<file path="config.mk">
export PLATFORM = sky130hd
export DESIGN_NAME = seg7_scan_ctrl
export DESIGN_NICKNAME = d
export VERILOG_FILES = /design/src/rtl/seg7_scan_ctrl.sv
export SDC_FILE = /design/constraint.sdc
export NUM_CORES = 1
export LEC_CHECK = 0
export CELL_PAD_IN_SITES_DETAIL_PLACEMENT = 0
export CELL_PAD_IN_SITES_GLOBAL_PLACEMENT = 1
export CORE_UTILIZATION = 40
export CTS_CLUSTER_SIZE = 10
export DETAILED_ROUTE_END_ITERATION = 12
export MAX_ROUTING_LAYER = met4
export PLACE_DENSITY = 0.78
export SLEW_MARGIN = 5
export SYNTH_ARGS = -nofsm -noshare
export SYNTH_HDL_FRONTEND = slang
export SYNTH_SLANG_ARGS = --single-unit
</file>
<file path="constraint.sdc">
create_clock -name clk -period 11.87 [get_ports clk]
set_clock_uncertainty 0.05 [all_clocks]
set_input_delay 2.374 -clock clk [delete_from_list [all_inputs] [get_ports clk]]
set_output_delay 2.374 -clock clk [all_outputs]
set_load 0.1 [all_outputs]
</file>
<file path="src/rtl/seg7_scan_ctrl.sv">
// Multiplexed seven-segment display controller for 1..8 digits.
// Scans one digit per TICK_DIV-cycle slot. Loads go into shadow registers,
// which move to the active set only at a frame boundary, so a frame never
// shows a mix of old and new values. Also provides leading-zero blanking
// and 16-level PWM brightness within each slot.
// Ports:
//   clk, reset      - system clock, synchronous active-high reset
//   value, dp_in    - hex nibbles and decimal points, digit 0 rightmost
//   load            - strobe capturing value/dp_in/blank_lz/brightness
//   blank_lz        - leading-zero blanking enable
//   brightness      - 0 = 1/16 duty .. 15 = full duty
//   seg, dp, an     - active-low segment, decimal point and anode pins
//   frame_done      - one-cycle pulse after each frame boundary
module seg7_scan_ctrl #(
  parameter int unsigned NUM_DIGITS = 8,
  parameter int unsigned TICK_DIV   = 3125
) (
  input  logic                    clk,
  input  logic                    reset,
  input  logic [4*NUM_DIGITS-1:0] value,
  input  logic [NUM_DIGITS-1:0]   dp_in,
  input  logic                    load,
  input  logic                    blank_lz,
  input  logic [3:0]              brightness,
  output logic [6:0]              seg,
  output logic                    dp,
  output logic [NUM_DIGITS-1:0]   an,
  output logic                    frame_done
);

  localparam int unsigned CNT_W = (TICK_DIV > 1) ? $clog2(TICK_DIV) : 1;
  localparam int unsigned IDX_W = (NUM_DIGITS > 1) ? $clog2(NUM_DIGITS) : 1;
  localparam int unsigned VAL_W = 4 * NUM_DIGITS;

  logic [CNT_W-1:0]      tick_q, tick_d;
  logic [IDX_W-1:0]      idx_q, idx_d;

  logic [VAL_W-1:0]      sh_val_q;
  logic [NUM_DIGITS-1:0] sh_dp_q;
  logic                  sh_blz_q;
  logic [3:0]            sh_bri_q;

  logic [VAL_W-1:0]      act_val_q;
  logic [NUM_DIGITS-1:0] act_dp_q;
  logic                  act_blz_q;
  logic [3:0]            act_bri_q;

  logic [6:0]            seg_q, seg_d;
  logic                  dp_q, dp_d;
  logic [NUM_DIGITS-1:0] an_q, an_d;
  logic                  fd_q;

  logic                  tick_wrap_c;
  logic                  frame_end_c;
  logic [3:0]            nib_c;
  logic                  dp_cur_c;
  logic                  blank_cur_c;
  logic                  zero_above_c;
  logic                  lit_c;
  logic [31:0]           on_len_c;

  // Active-low {g,f,e,d,c,b,a} glyphs for hex 0..F.
  function automatic logic [6:0] hex_to_seg(input logic [3:0] h);
    case (h)
      4'h0:    hex_to_seg = 7'b1000000;
      4'h1:    hex_to_seg = 7'b1111001;
      4'h2:    hex_to_seg = 7'b0100100;
      4'h3:    hex_to_seg = 7'b0110000;
      4'h4:    hex_to_seg = 7'b0011001;
      4'h5:    hex_to_seg = 7'b0010010;
      4'h6:    hex_to_seg = 7'b0000010;
      4'h7:    hex_to_seg = 7'b1111000;
      4'h8:    hex_to_seg = 7'b0000000;
      4'h9:    hex_to_seg = 7'b0010000;
      4'hA:    hex_to_seg = 7'b0001000;
      4'hB:    hex_to_seg = 7'b0000011;
      4'hC:    hex_to_seg = 7'b1000110;
      4'hD:    hex_to_seg = 7'b0100001;
      4'hE:    hex_to_seg = 7'b0000110;
      default: hex_to_seg = 7'b0001110;
    endcase
  endfunction

  // Slot timing: tick counter and digit index.
  always_comb begin
    tick_d      = tick_q + CNT_W'(1);
    idx_d       = idx_q;
    tick_wrap_c = (tick_q == CNT_W'(TICK_DIV - 1));
    frame_end_c = tick_wrap_c && (idx_q == IDX_W'(NUM_DIGITS - 1));
    if (tick_wrap_c) begin
      tick_d = '0;
      idx_d  = (idx_q == IDX_W'(NUM_DIGITS - 1)) ? '0 : idx_q + IDX_W'(1);
    end
  end

  // Current digit selection; blanking walks down from the top nibble so a
  // digit is blank only if it and every digit above it are zero.
  always_comb begin
    nib_c        = 4'h0;
    dp_cur_c     = 1'b0;
    blank_cur_c  = 1'b0;
    zero_above_c = 1'b1;
    for (int i = int'(NUM_DIGITS) - 1; i >= 0; i--) begin
      zero_above_c = zero_above_c && (act_val_q[4*i +: 4] == 4'h0);
      if (idx_q == IDX_W'(i)) begin
        nib_c       = act_val_q[4*i +: 4];
        dp_cur_c    = act_dp_q[i];
        blank_cur_c = act_blz_q && (i != 0) && zero_above_c;
      end
    end
  end

  // PWM on-time and next output pattern; full-width product before the shift.
  always_comb begin
    on_len_c = ((32'(act_bri_q) + 32'd1) * 32'(TICK_DIV)) >> 4;
    lit_c    = (32'(tick_q) < on_len_c) && (!blank_cur_c || dp_cur_c);
    an_d     = '1;
    seg_d    = 7'h7F;
    dp_d     = 1'b1;
    if (lit_c) begin
      an_d  = ~(NUM_DIGITS'(1) << idx_q);
      seg_d = blank_cur_c ? 7'h7F : hex_to_seg(nib_c);
      dp_d  = ~dp_cur_c;
    end
  end

  // State, shadow/active registers and registered outputs.
  always_ff @(posedge clk) begin
    if (reset) begin
      tick_q    <= '0;
      idx_q     <= '0;
      sh_val_q  <= '0;
      sh_dp_q   <= '0;
      sh_blz_q  <= 1'b0;
      sh_bri_q  <= '0;
      act_val_q <= '0;
      act_dp_q  <= '0;
      act_blz_q <= 1'b0;
      act_bri_q <= '0;
      seg_q     <= 7'h7F;
      dp_q      <= 1'b1;
      an_q      <= '1;
      fd_q      <= 1'b0;
    end else begin
      tick_q <= tick_d;
      idx_q  <= idx_d;
      if (load) begin
        sh_val_q <= value;
        sh_dp_q  <= dp_in;
        sh_blz_q <= blank_lz;
        sh_bri_q <= brightness;
      end
      // Old shadow content moves to active even if a load lands this cycle.
      if (frame_end_c) begin
        act_val_q <= sh_val_q;
        act_dp_q  <= sh_dp_q;
        act_blz_q <= sh_blz_q;
        act_bri_q <= sh_bri_q;
      end
      seg_q <= seg_d;
      dp_q  <= dp_d;
      an_q  <= an_d;
      fd_q  <= frame_end_c;
    end
  end

  assign seg        = seg_q;
  assign dp         = dp_q;
  assign an         = an_q;
  assign frame_done = fd_q;

endmodule

</file>
Word-level counts from Yosys, hierarchy flattened
Memories as Yosys holds them, arrays and structs flattened. A register that Yosys moved wholly into a read port is not among the register bits.
Cells that the tools add are included.
- register bits: 115
- latch bits: 0
- bits in writable memories: 0
- bits in read-only memories: 112
- input port bits: 48
- output and inout bits: 17
- memories kept: 1
- add/sub/neg operators: 3
- $mul: 1
- div/mod/pow operators: 0
- order comparisons: 1
- equal/unequal tests: 8
- shifts and indexed selects: 1
- multiplexer cells: 25
- bitwise operators: 3
- reduce and logical (&&, ||, !) cells: 28
- memory list (memory ; depth ; width ; read ports ; clocked after memory_dff ; wr ports ; line ; source):
    (name not given) ; 16 ; 7 ; 1 ; 1 ; 0 ; 64 ; case (h)
- operator list (kind ; number):
    4-bit two-way mux ; 8
    4-bit zero test ; 7
    5-bit by 12-bit multiplier with 17-bit output, second input constant ; 1
    1-bit two-way mux ; 16
    1-bit logical AND ; 15
    12-bit by 13-bit < comparator with 1-bit output ; 1
    12-bit by 1-bit adder with 12-bit output, second input constant ; 1
    12-bit == test, second input constant ; 1
    3-bit == test, second input constant ; 4
    8-bit NOT ; 1
    1-bit by 3-bit << shifter with 8-bit output, first input constant ; 1
    3-bit by 2-bit == test with 1-bit output, second input constant ; 2
    4-bit by 1-bit adder with 5-bit output, second input constant ; 1
    2-bit OR reduction ; 2
    3-bit by 1-bit adder with 3-bit output, second input constant ; 1
    3-bit by 1-bit == test with 1-bit output, second input constant ; 1
    3-bit zero test ; 1
    3-bit two-way mux ; 1
    3-bit OR reduction ; 1
    1-bit NOT ; 2
    1-bit zero test ; 1
    1-bit logical OR ; 1

Longest topological paths before layout
Gate-level depths: netlist of run 1.
- word-level depth: 15
- gate-level depth with buffers: 23

Worst setup path before layout of run 1
OpenSTA, ideal clock, no wires.
- kind: flip-flop to flip-flop
- start point: register act_bri_q[0]
- end point: register an_q[5], in the netlist an[5]
- setup time: 0.137 ns
- data arrival time: 5.070 ns
- path slack: 6.613 ns
- cell stages (with the launch flop): 22
- path buffers: 0
- path through: dfxtp_1 > ha_1 > xnor2_2 > inv_4 > ha_1 > xnor2_1 > ha_1 > ha_1 > ha_1 > and4bb_2 > a2111oi_4 > o31ai_4 > a21oi_1 > nor2_1 > o21ai_0 > xor2_1 > ha_1 > a2111o_1 > a211oi_1 > a21oi_1 > a211oi_4 > nand3_1
- word-level cells in the longest chain between the ends: 6
- ends and longest elaborated chain (element ; line ; source):
    start, declared ; 46 ; logic [3:0] act_bri_q;
    start signal, assigned ; 158 ; act_bri_q <= sh_bri_q;
    4-bit by 1-bit adder with 5-bit output ; 115 ; on_len_c = ((32'(act_bri_q) + 32'd1) * 32'(TICK_DIV)) >> 4;
    5-bit by 12-bit multiplier with 17-bit output ; 115 ;
    12-bit by 13-bit < comparator with 1-bit output ; 116 ; lit_c = (32'(tick_q) < on_len_c) && (!blank_cur_c || dp_cur_c);
    1-bit logical AND ; 116 ;
    1-bit NOT (no line) ; - ;
    2-bit OR reduction (no line) ; - ;
    end signal, assigned ; 162 ; an_q <= an_d;
    end, declared ; 50 ; logic [NUM_DIGITS-1:0] an_q, an_d;
No other way between the ends.
A chain may end at the register's enable or synchronous reset.

Final worst setup path of run 1
Ends and elaborated chain as after synthesis.

==> impl_metrics.toml, run 1 <==
[logic_synthesis]
yosys.area.top_type_share_pct = 40.16
yosys-top-cells-area = "dfxtp_1 40%, ha_1 11%, mux2i_1 8.4%"
synth_area_per_cell_sq_um = 9.606
netlist_area_sq_um = 6081
ys_ff_latch = 122
yosysSeqAreaShare_pct = 40.16
synth-edff-count = 0
synth_async_sr_flop_share_pct = 0
ys_warn_count = 0
ys_types = 65
syn-num-nets = 734
ys.flop_type = "dfxtp_1"
yosysMostFrequentCell = "dfxtp_1"
syn-instance-count = 633
synthTopCellsByCount = "122 x dfxtp_1, 77 x nor2_1, 52 x ha_1"
synth_area_leader_cell = "dfxtp_1"

[sta]
hold_viol_final = 0
slew-limit-headroom_pct = 27.37
min_period_ps = 5881
final-setup-viol-count = 0
tns_ps = 0
fmax_ghz = 0.1700
post-route-period-util_pct = 49.54
drv_slew = 0
tightest_slew_ps = 1089
rsz0062_at_grt = "false"

[grt]
grt_pass1_vias = 4629
grt_use_total_pct = 19.69
grt_max_degree = 53
antenna_found_initial = 0
grt_first_pass_wirelength_um = 23640
grt.overflow.total = 0

[final_layout]
final-seq-area_sq_um = 2442
multiInputGateArea_sq_um = 3390
fillCellCount = 1318
fin_nets = 787
num_antenna_cells = 0
fin_area_sq_um = 7457
layout-drive-gt1-share_pct = 8.155
syn_to_final_growth_pct = 22.63

[place]
place_hpwl_um = 10090
io_buffers = 64
post_dp_cell_area_sq_um = 6845
gp_congestion = 0.8331

[cts]
cts.sinks = 122
clk_path_buf_depth = 2
postCtsSetupRepairBufs = 0
clk_pin_slew_worst_paths_ps = 60
h-tree-depth = 4
cts_tree = "yes"
ctsHoldBuffers = 0
clock_latency_ps = 420
cts-resized-gates = 0
cts_buffers = 17
root_buffer = "clkbuf_16"

[setup_path]
cp_max_fo = 8
critPathLaunchType = "flip-flop"
criticalPathCategory = "flip-flop to flip-flop"
endpoint_kind = "flip-flop"
crit_arrival_ps = 6090
required_ps = 12080
reg2reg_depth = 21

[route]
drtAntennaViolNets = 0
drtIter0Drc = 233
wl_per_cell_um = 15.99
route.detailed.drc = 6
via_count = 4670
first_pass_iters = 11
finalWirelength_um = 14120
routed_via_density = 5.289

[hold_path]
hold_depth = 1
min_path_type = "flip-flop to flip-flop"

[die]
fp.dieW_um = 125.3
die_h_um = 125.3
io_pins = 65
die_area_sq_um = 15700
placementRows = 44
coreArea_sq_um = 14700
start_util_pct = 41.37

[job]
max_cap_viol_count = 0

[pwr]
peakVddDrop_uv = 94.63
p_leak_uw = 0.003175
powerDensity_nw_per_um2 = 135.9

[run_status]
violations = "design-rule violations"
status = "complete, but fails checks"
layout by cell type (no fill, tap or decap), drive strengths merged, types with 4 or more instances in the layout:
| master | count |
|---|---|
| xor2 | 12 |
| nor4 | 4 |
| nor3 | 9 |
| a21oi | 25 |
| and3 | 5 |
| a211oi | 4 |
| ha | 52 |
| buf | 7 |
| nand3b | 5 |
| xnor2 | 16 |
| a22o | 46 |
| mux2i | 51 |
| clkbuf | 21 |
| o31ai | 5 |
| dfxtp | 122 |
| and2 | 5 |
| nand4 | 6 |
| o21a | 4 |
| nand3 | 16 |
| inv | 33 |
| nor2b | 7 |
| nor2 | 77 |
| a21o | 4 |
| nand2 | 28 |
| clkdlybuf4s50 | 62 |
| o21ai | 15 |
stage by stage:
step           power, uW  std cells  hold WS, ps  setup WS, ps  util, %
2_1_floorplan      469.2        633        387.2          6613        -
3_3_place_gp       493.1        851        404.1          6291    46.57
3_5_place_dp       494.8        851        407.2          6018    46.57
4_1_cts             1023        883        419.9          5988    50.73
5_1_grt             1049        883        433.2          5691    50.73
6_report            1013        883        418.3          5989    50.73
flip-flops by register name (all words and copies together) (netlist names), 3 cells and up:
name / count
act_bri_q: 4
act_dp_q: 8
act_val_q: 32
an: 8
idx_q: 3
seg: 7
sh_bri_q: 4
sh_dp_q: 8
sh_val_q: 32
tick_q: 12
where the power goes:
group | leakage (uW) | internal (uW) | switching, uW | total [uW]
Combinational | 0.00189 | 27.3 | 30.4 | 57.7
Sequential | 0.000995 | 421 | 6.89 | 428
Clock | 0.000293 | 334 | 194 | 528
Total | 0.00318 | 782 | 231 | 1010
critical path, cell delays in order (launching register included):
cell and delay (ps):
dfxtp_1 400, ha_1 280, xnor2_2 300, inv_4 100
ha_1 210, xnor2_1 260, ha_1 290, ha_1 280
ha_1 340, and4bb_2 270, a2111oi_4 440, o31ai_4 150
a21oi_1 240, nor2_1 60, o21ai_0 180, xor2_1 170
ha_1 270, a2111o_1 410, a211oi_1 290, a21oi_1 220
a211oi_4 370, nand3_1 120
layer usage:
layer | vias up | routed length, um | track usage, %
met5 | - | 0 | -
met4 | 0 | 165 | 6.456
met3 | 16 | 504 | 5.092
met2 | 90 | 6222 | 28.98
met1 | 2196 | 7226 | 26.18
li1 | 2368 | - | -
logic make-up after synthesis:
| family | Yosys count | synth area share [%] |
|---|---|---|
| AOI/OAI and AO/OA | 134 | 17.47 |
| xor gates and xnor gates | 28 | 4.465 |
| adders and majority gates | 53 | 11.03 |
| buffers and inverters | 65 | 4.177 |
| DFF | 122 | 40.16 |
| muxes | 53 | 8.765 |
| other | 1 | 0.06167 |
| and+or+nand+nor | 177 | 13.87 |
layout make-up:
| cell class | instances | share of cell area [%] |
|---|---|---|
| clock inverter | 11 | 1.762 |
| inverter | 30 | 1.544 |
| clock buffer | 21 | 6.443 |
| multi-input combinational | 446 | 45.45 |
| timing repair buffer | 69 | 8.960 |
| sequential | 122 | 32.75 |
| tap | 184 | 3.087 |
worst paths after layout:
path | start | slack, ps | to
setup reg to reg | act_bri_q[0] | 5990 | an[5]
setup / recovery | act_bri_q[0] | 5990 | an[5]
hold reg to reg | sh_val_q[7] | 420 | act_val_q[7]
hold / removal | sh_val_q[7] | 420 | act_val_q[7]
(Power assumes the default switching activity.)
==> run 2: changes to the inputs <==
==> constraint.sdc (replaced) <==
create_clock -name clk -period 6.1 [get_ports clk]
set_clock_uncertainty 0.05 [all_clocks]
set_input_delay 1.22 -clock clk [delete_from_list [all_inputs] [get_ports clk]]
set_output_delay 1.22 -clock clk [all_outputs]
set_load 0.1 [all_outputs]
==> impl_metrics.toml, run 2 (synthesized netlist as in run 1, its figures left out) <==
[route]
via_count = 4707
first_pass_iters = 11
wl_per_cell_um = 15.96
route.detailed.drc = 6
routed_via_density = 5.331
drtIter0Drc = 266
finalWirelength_um = 14100
drtAntennaViolNets = 0

[cts]
cts_buffers = 17
h-tree-depth = 4
cts_tree = "yes"
root_buffer = "clkbuf_16"
clk_pin_slew_worst_paths_ps = 60
clk_path_buf_depth = 2
clock_latency_ps = 420
cts.sinks = 122

[job]
max_cap_viol_count = 0

[sta]
tightest_slew_ps = 1081
fmax_ghz = 0.1747
rsz0062_at_grt = "false"
final-setup-viol-count = 0
min_period_ps = 5723
whs_ps = 420.6
post-route-period-util_pct = 93.83
hold_viol_final = 0
slew-limit-headroom_pct = 27.94
drv_slew = 0
tns_ps = 0

[die]
placementRows = 44
die_area_sq_um = 15700
fp.dieW_um = 125.3
io_pins = 65
start_util_pct = 41.37
die_h_um = 125.3
coreArea_sq_um = 14700

[setup_path]
endpoint_kind = "flip-flop"
slowest_delay_ps = 450
crit_arrival_ps = 5930
timing.critical_path.mode_cell = "ha_1"
critPathLaunchType = "flip-flop"
required_ps = 6310
criticalPathCategory = "flip-flop to flip-flop"
cp_slowest_cell = "a2111oi_4"
reg2reg_depth = 21
path_cells = "ha_2 -> xnor2_4 -> inv_4 -> ha_1 -> xnor2_1 -> ha_1 -> ha_1 -> ha_1 -> and4bb_2 -> a2111oi_4 -> o31ai_4 -> a21oi_1 -> nor2_1 -> o21ai_0 -> xor2_1 -> ha_1 -> a2111o_1 -> a211oi_1 -> a21oi_2 -> a211oi_4 -> nand3_1"
cp_max_fo = 7

[final_layout]
fillCellCount = 1315
fin_nets = 787
layout.cells.non_filler = 883
fin_area_sq_um = 7501
syn_to_final_growth_pct = 23.35
final_cell_mix = "121 x dfxtp_1, 76 x nor2_1, 62 x clkdlybuf4s50_1"
reg.largest.list = "act_val_q x32, sh_val_q x32, tick_q x12"
layout-drive-gt1-share_pct = 8.584
mostFrequentLayoutCell = "dfxtp_1"
num_antenna_cells = 0

[pwr]
powerDensity_nw_per_um2 = 270.0
peakVddDrop_uv = 212.1
p_leak_uw = 0.003196

[grt]
grt_first_pass_wirelength_um = 23570
grt_use_total_pct = 19.55
grt_max_degree = 53
antenna_found_initial = 0
grt.overflow.total = 0
grt_pass1_vias = 4664

[hold_path]
hold_depth = 1
min_path_type = "flip-flop to flip-flop"

[run_status]
status = "complete, but fails checks"
violations = "design-rule violations"

[place]
place_hpwl_um = 10120
io_buffers = 64
dp.cells = 851
post_dp_cell_area_sq_um = 6845
gp_congestion = 0.8331
-- run 2: cell count changes in the layout (fill, tap and decap cells not counted), sizes merged --
| cell | delta |
|---|---|
| clkbuf | -4 |
| clkinv | +4 |
| clkinvlp | -3 |
| bufinv | +2 |
| inv | +1 |
-- run 2: power by group --
part | leakage [uW] | internal (uW) | switching, uW
clock | 0.000314 | 692 | 389
sequential | 0.000996 | 819 | 13.5
combinational | 0.00189 | 53.3 | 58.8
-- run 2: stage by stage --
stage,power [uW],worst slack (ps),utilization (%)
finish,2025,376.6,51.03
global route,2097,16.53,51.03
CTS,2049,240.8,50.90
detailed placement,963.1,281.3,46.57
global placement,959.5,521.3,46.57
floorplan,913.0,843.1,-
-- run 2: area by class of cell --
type / instances / area, sq um / share of cell area, %
clock buffers: 17 / 425.4 / 5.671
clock inverters: 15 / 211.5 / 2.819
inverters: 30 / 115.1 / 1.535
multi-input cells: 446 / 3407 / 45.42
flip-flops and latches: 122 / 2444 / 32.58
well taps: 184 / 230.2 / 3.069
repair buffers: 69 / 668.1 / 8.907
-- run 2: repair_timing --
item,4_1_cts,5_1_grt
hold buffers,0,0
setup buffers,0,0
gates resized for setup,0,4
setup endpoints to repair,0,9
-- run 2: worst paths after layout --
check,startpoint,endpoint,slack [ps]
worst max-delay path,act_bri_q[1],an[6],380
worst min-delay path,sh_val_q[7],act_val_q[7],420
worst max register to register,act_bri_q[1],an[6],380
worst min register to register,sh_val_q[7],act_val_q[7],420
-- run 2: per-layer routing --
layer / wire (um) / GRT usage [%]
met5: 0 / -
met4: 189 / 7.245
met3: 708 / 4.151
met2: 6284 / 29.31
met1: 6913 / 25.82
-- run 2: critical path, delay by kind of cell, from the launching register on --
| kind | cells | cell delay, ps |
|---|---|---|
| flops | 1 | 440 |
| xor+xnor | 3 | 580 |
| simple gates | 3 | 450 |
| fa+ha+maj | 6 | 1660 |
| buf+inv | 1 | 90 |
| compound gates | 8 | 2290 |
==> run 3: changes to the inputs <==
--- a/config.mk
+++ b/config.mk
@@ -7,11 +7,12 @@
 export LEC_CHECK = 0
 export CELL_PAD_IN_SITES_DETAIL_PLACEMENT = 0
 export CELL_PAD_IN_SITES_GLOBAL_PLACEMENT = 1
+export CORE_MARGIN = 5
 export CORE_UTILIZATION = 40
 export CTS_CLUSTER_SIZE = 10
 export DETAILED_ROUTE_END_ITERATION = 12
 export MAX_ROUTING_LAYER = met4
-export PLACE_DENSITY = 0.78
+export PLACE_DENSITY = 0.81
 export SLEW_MARGIN = 5
 export SYNTH_ARGS = -nofsm -noshare
 export SYNTH_HDL_FRONTEND = slang
==> constraint.sdc (replaced) <==
create_clock -name clk -period 4.9 [get_ports clk]
set_clock_uncertainty 0.05 [all_clocks]
set_input_delay 0.98 -clock clk [delete_from_list [all_inputs] [get_ports clk]]
set_output_delay 0.98 -clock clk [all_outputs]
set_load 0.1 [all_outputs]
==> impl_metrics.toml, run 3 (synthesized netlist as in run 1, its figures left out) <==
[setup_path]
cp_max_fo = 9
timing.critical_path.mode_cell = "ha_4"
endpoint_kind = "flip-flop"
required_ps = 5140
criticalPathCategory = "flip-flop to flip-flop"
cp_top_family = "compound AO/OA/AOI/OAI gates"
critPathBufInv = 3
path_cells = "ha_4 -> xnor2_4 -> inv_4 -> ha_4 -> xnor2_4 -> ha_4 -> ha_4 -> ha_4 -> and4bb_2 -> a2111oi_4 -> o31ai_4 -> a21oi_2 -> nor2_1 -> o21ai_1 -> xor2_1 -> ha_1 -> a2111o_1 -> a211oi_2 -> a21oi_2 -> buf_4 -> a21oi_4 -> buf_12 -> o2111ai_1"
slowest_delay_ps = 420
critPathLaunchType = "flip-flop"
crit_arrival_ps = 5060
cp_slowest_cell = "a2111o_1"

[cts]
clk_pin_slew_worst_paths_ps = 60
clock_latency_ps = 410
cts.sinks = 122
root_buffer = "clkbuf_16"
cts_buffers = 17
ctsHoldBuffers = 0
clk_path_buf_depth = 2
h-tree-depth = 4
cts_tree = "yes"

[final_layout]
reg.largest.list = "act_val_q x32, sh_val_q x32, tick_q x12"
final_util_pct = 53.08
final_cell_mix = "119 x dfxtp_1, 76 x nor2_1, 62 x clkdlybuf4s50_1"
fillCellCount = 1317
layout-drive-gt1-share_pct = 14.23
fin_nets = 812
syn_to_final_growth_pct = 31.21
final-seq-area_sq_um = 2449
mostFrequentLayoutCell = "dfxtp_1"
multiInputGateArea_sq_um = 3541
num_antenna_cells = 0

[route]
route.detailed.drc = 0
wl_per_cell_um = 15.89
drtAntennaViolNets = 0
first_pass_iters = 4
finalWirelength_um = 14490
via_count = 4816
drtIter0Drc = 297
routed_via_density = 5.281

[sta]
min_period_ps = 4822
fmax_ghz = 0.2074
slew-limit-headroom_pct = 24.93
whs_ps = 417.6
hold_viol_final = 0
drv_slew = 0
post-route-period-util_pct = 98.41
rsz0062_at_grt = "true"
final-setup-viol-count = 0
tightest_slew_ps = 1126

[pwr]
peakVddDrop_uv = 277.1
p_leak_uw = 0.003379
total_power_uw = 2796
powerDensity_nw_per_um2 = 350.4

[grt]
grt.overflow.total = 0
grt_pass1_vias = 4891
grt_max_degree = 53
grt_first_pass_wirelength_um = 24110
antenna_found_initial = 0
grt_use_total_pct = 17.04

[die]
die_h_um = 133.3
die_area_sq_um = 17770
coreArea_sq_um = 15030
io_pins = 65
start_util_pct = 40.45
fp.dieW_um = 133.3
placementRows = 45

[run_status]
status = "finished, final reports clean"

[job]
max_cap_viol_count = 0

[place]
gp_congestion = 0.8484
io_buffers = 64
place_hpwl_um = 10260

[hold_path]
min_path_type = "flip-flop to flip-flop"
[run 3: cell count changes in the layout (fill, tap and decap cells not counted), moves of 3 or more]
| cell | previous run | this run |
|---|---|---|
| buf_4 | 5 | 28 |
| ha_4 | 0 | 7 |
| bufinv_16 | 4 | 10 |
| ha_1 | 51 | 45 |
| a21oi_1 | 23 | 20 |
| a21oi_2 | 1 | 4 |
| clkinv_4 | 4 | 1 |
[run 3: metal layers]
layer / part of all wire, % / GRT usage (%) / vias to the layer above
met2: 47 / 26.66 / 103
met4: 1.6 / 6.114 / 0
met5: 0 / - / -
met3: 3.7 / 4.230 / 19
li1: - / - / 2421
met1: 47 / 21.50 / 2273
[run 3: area by class of cell]
cell class                      instances  share of cell area, %
Timing Repair Buffer                   94                  10.93
Multi-Input combinational cell        446                  44.38
Tap cell                              188                  2.948
Clock inverter                         15                  4.281
Inverter                               30                  1.443
Clock buffer                           17                  5.332
Sequential cell                       122                  30.69
[run 3: final timing paths]
check / startpoint / end / slack, ps / cells after the start
setup / recovery: act_bri_q[1] / seg[2] / 80 / 23
hold reg to reg: sh_val_q[28] / act_val_q[28] / 420 / 1
hold / removal: sh_val_q[28] / act_val_q[28] / 420 / 1
setup reg to reg: act_bri_q[1] / seg[2] / 80 / 23
[run 3: repair_timing]
item	CTS	global route
setup buffers	7	6
pin swaps	18	19
resized for setup	8	12
endpoints found under the setup margin	16	16
[run 3: stage by stage]
stage / area (sq um) / TNS (ps) / instances / setup WS, ps
2_1_floorplan: 6126 / 0 / 633 / 7.171
3_3_place_gp: 6985 / 0 / 867 / 48.35
3_5_place_dp: 6985 / -2026 / 867 / -187.8
4_1_cts: 7858 / -1330 / 906 / -163.3
5_1_grt: 7979 / -1654 / 912 / -176.0
6_report: 7979 / 0 / 912 / 77.75
[run 3: where the power goes]
group / total, uW / internal (uW) / switching [uW]
logic: 142 / 68.2 / 73.4
registers: 1040 / 1020 / 17.0
clock network: 1620 / 1160 / 455
[run 3: worst register-to-register path: stages, from the launching register on]
cell and delay (ps):
dfxtp_4 350, ha_4 180, xnor2_4 190, inv_4 50, ha_4 170, xnor2_4 160
ha_4 230, ha_4 270, ha_4 190, and4bb_2 240, a2111oi_4 380, o31ai_4 100
a21oi_2 160, nor2_1 60, o21ai_1 150, xor2_1 200, ha_1 280, a2111o_1 420
a211oi_2 230, a21oi_2 110, buf_4 150, a21oi_4 130, buf_12 150, o2111ai_1 90
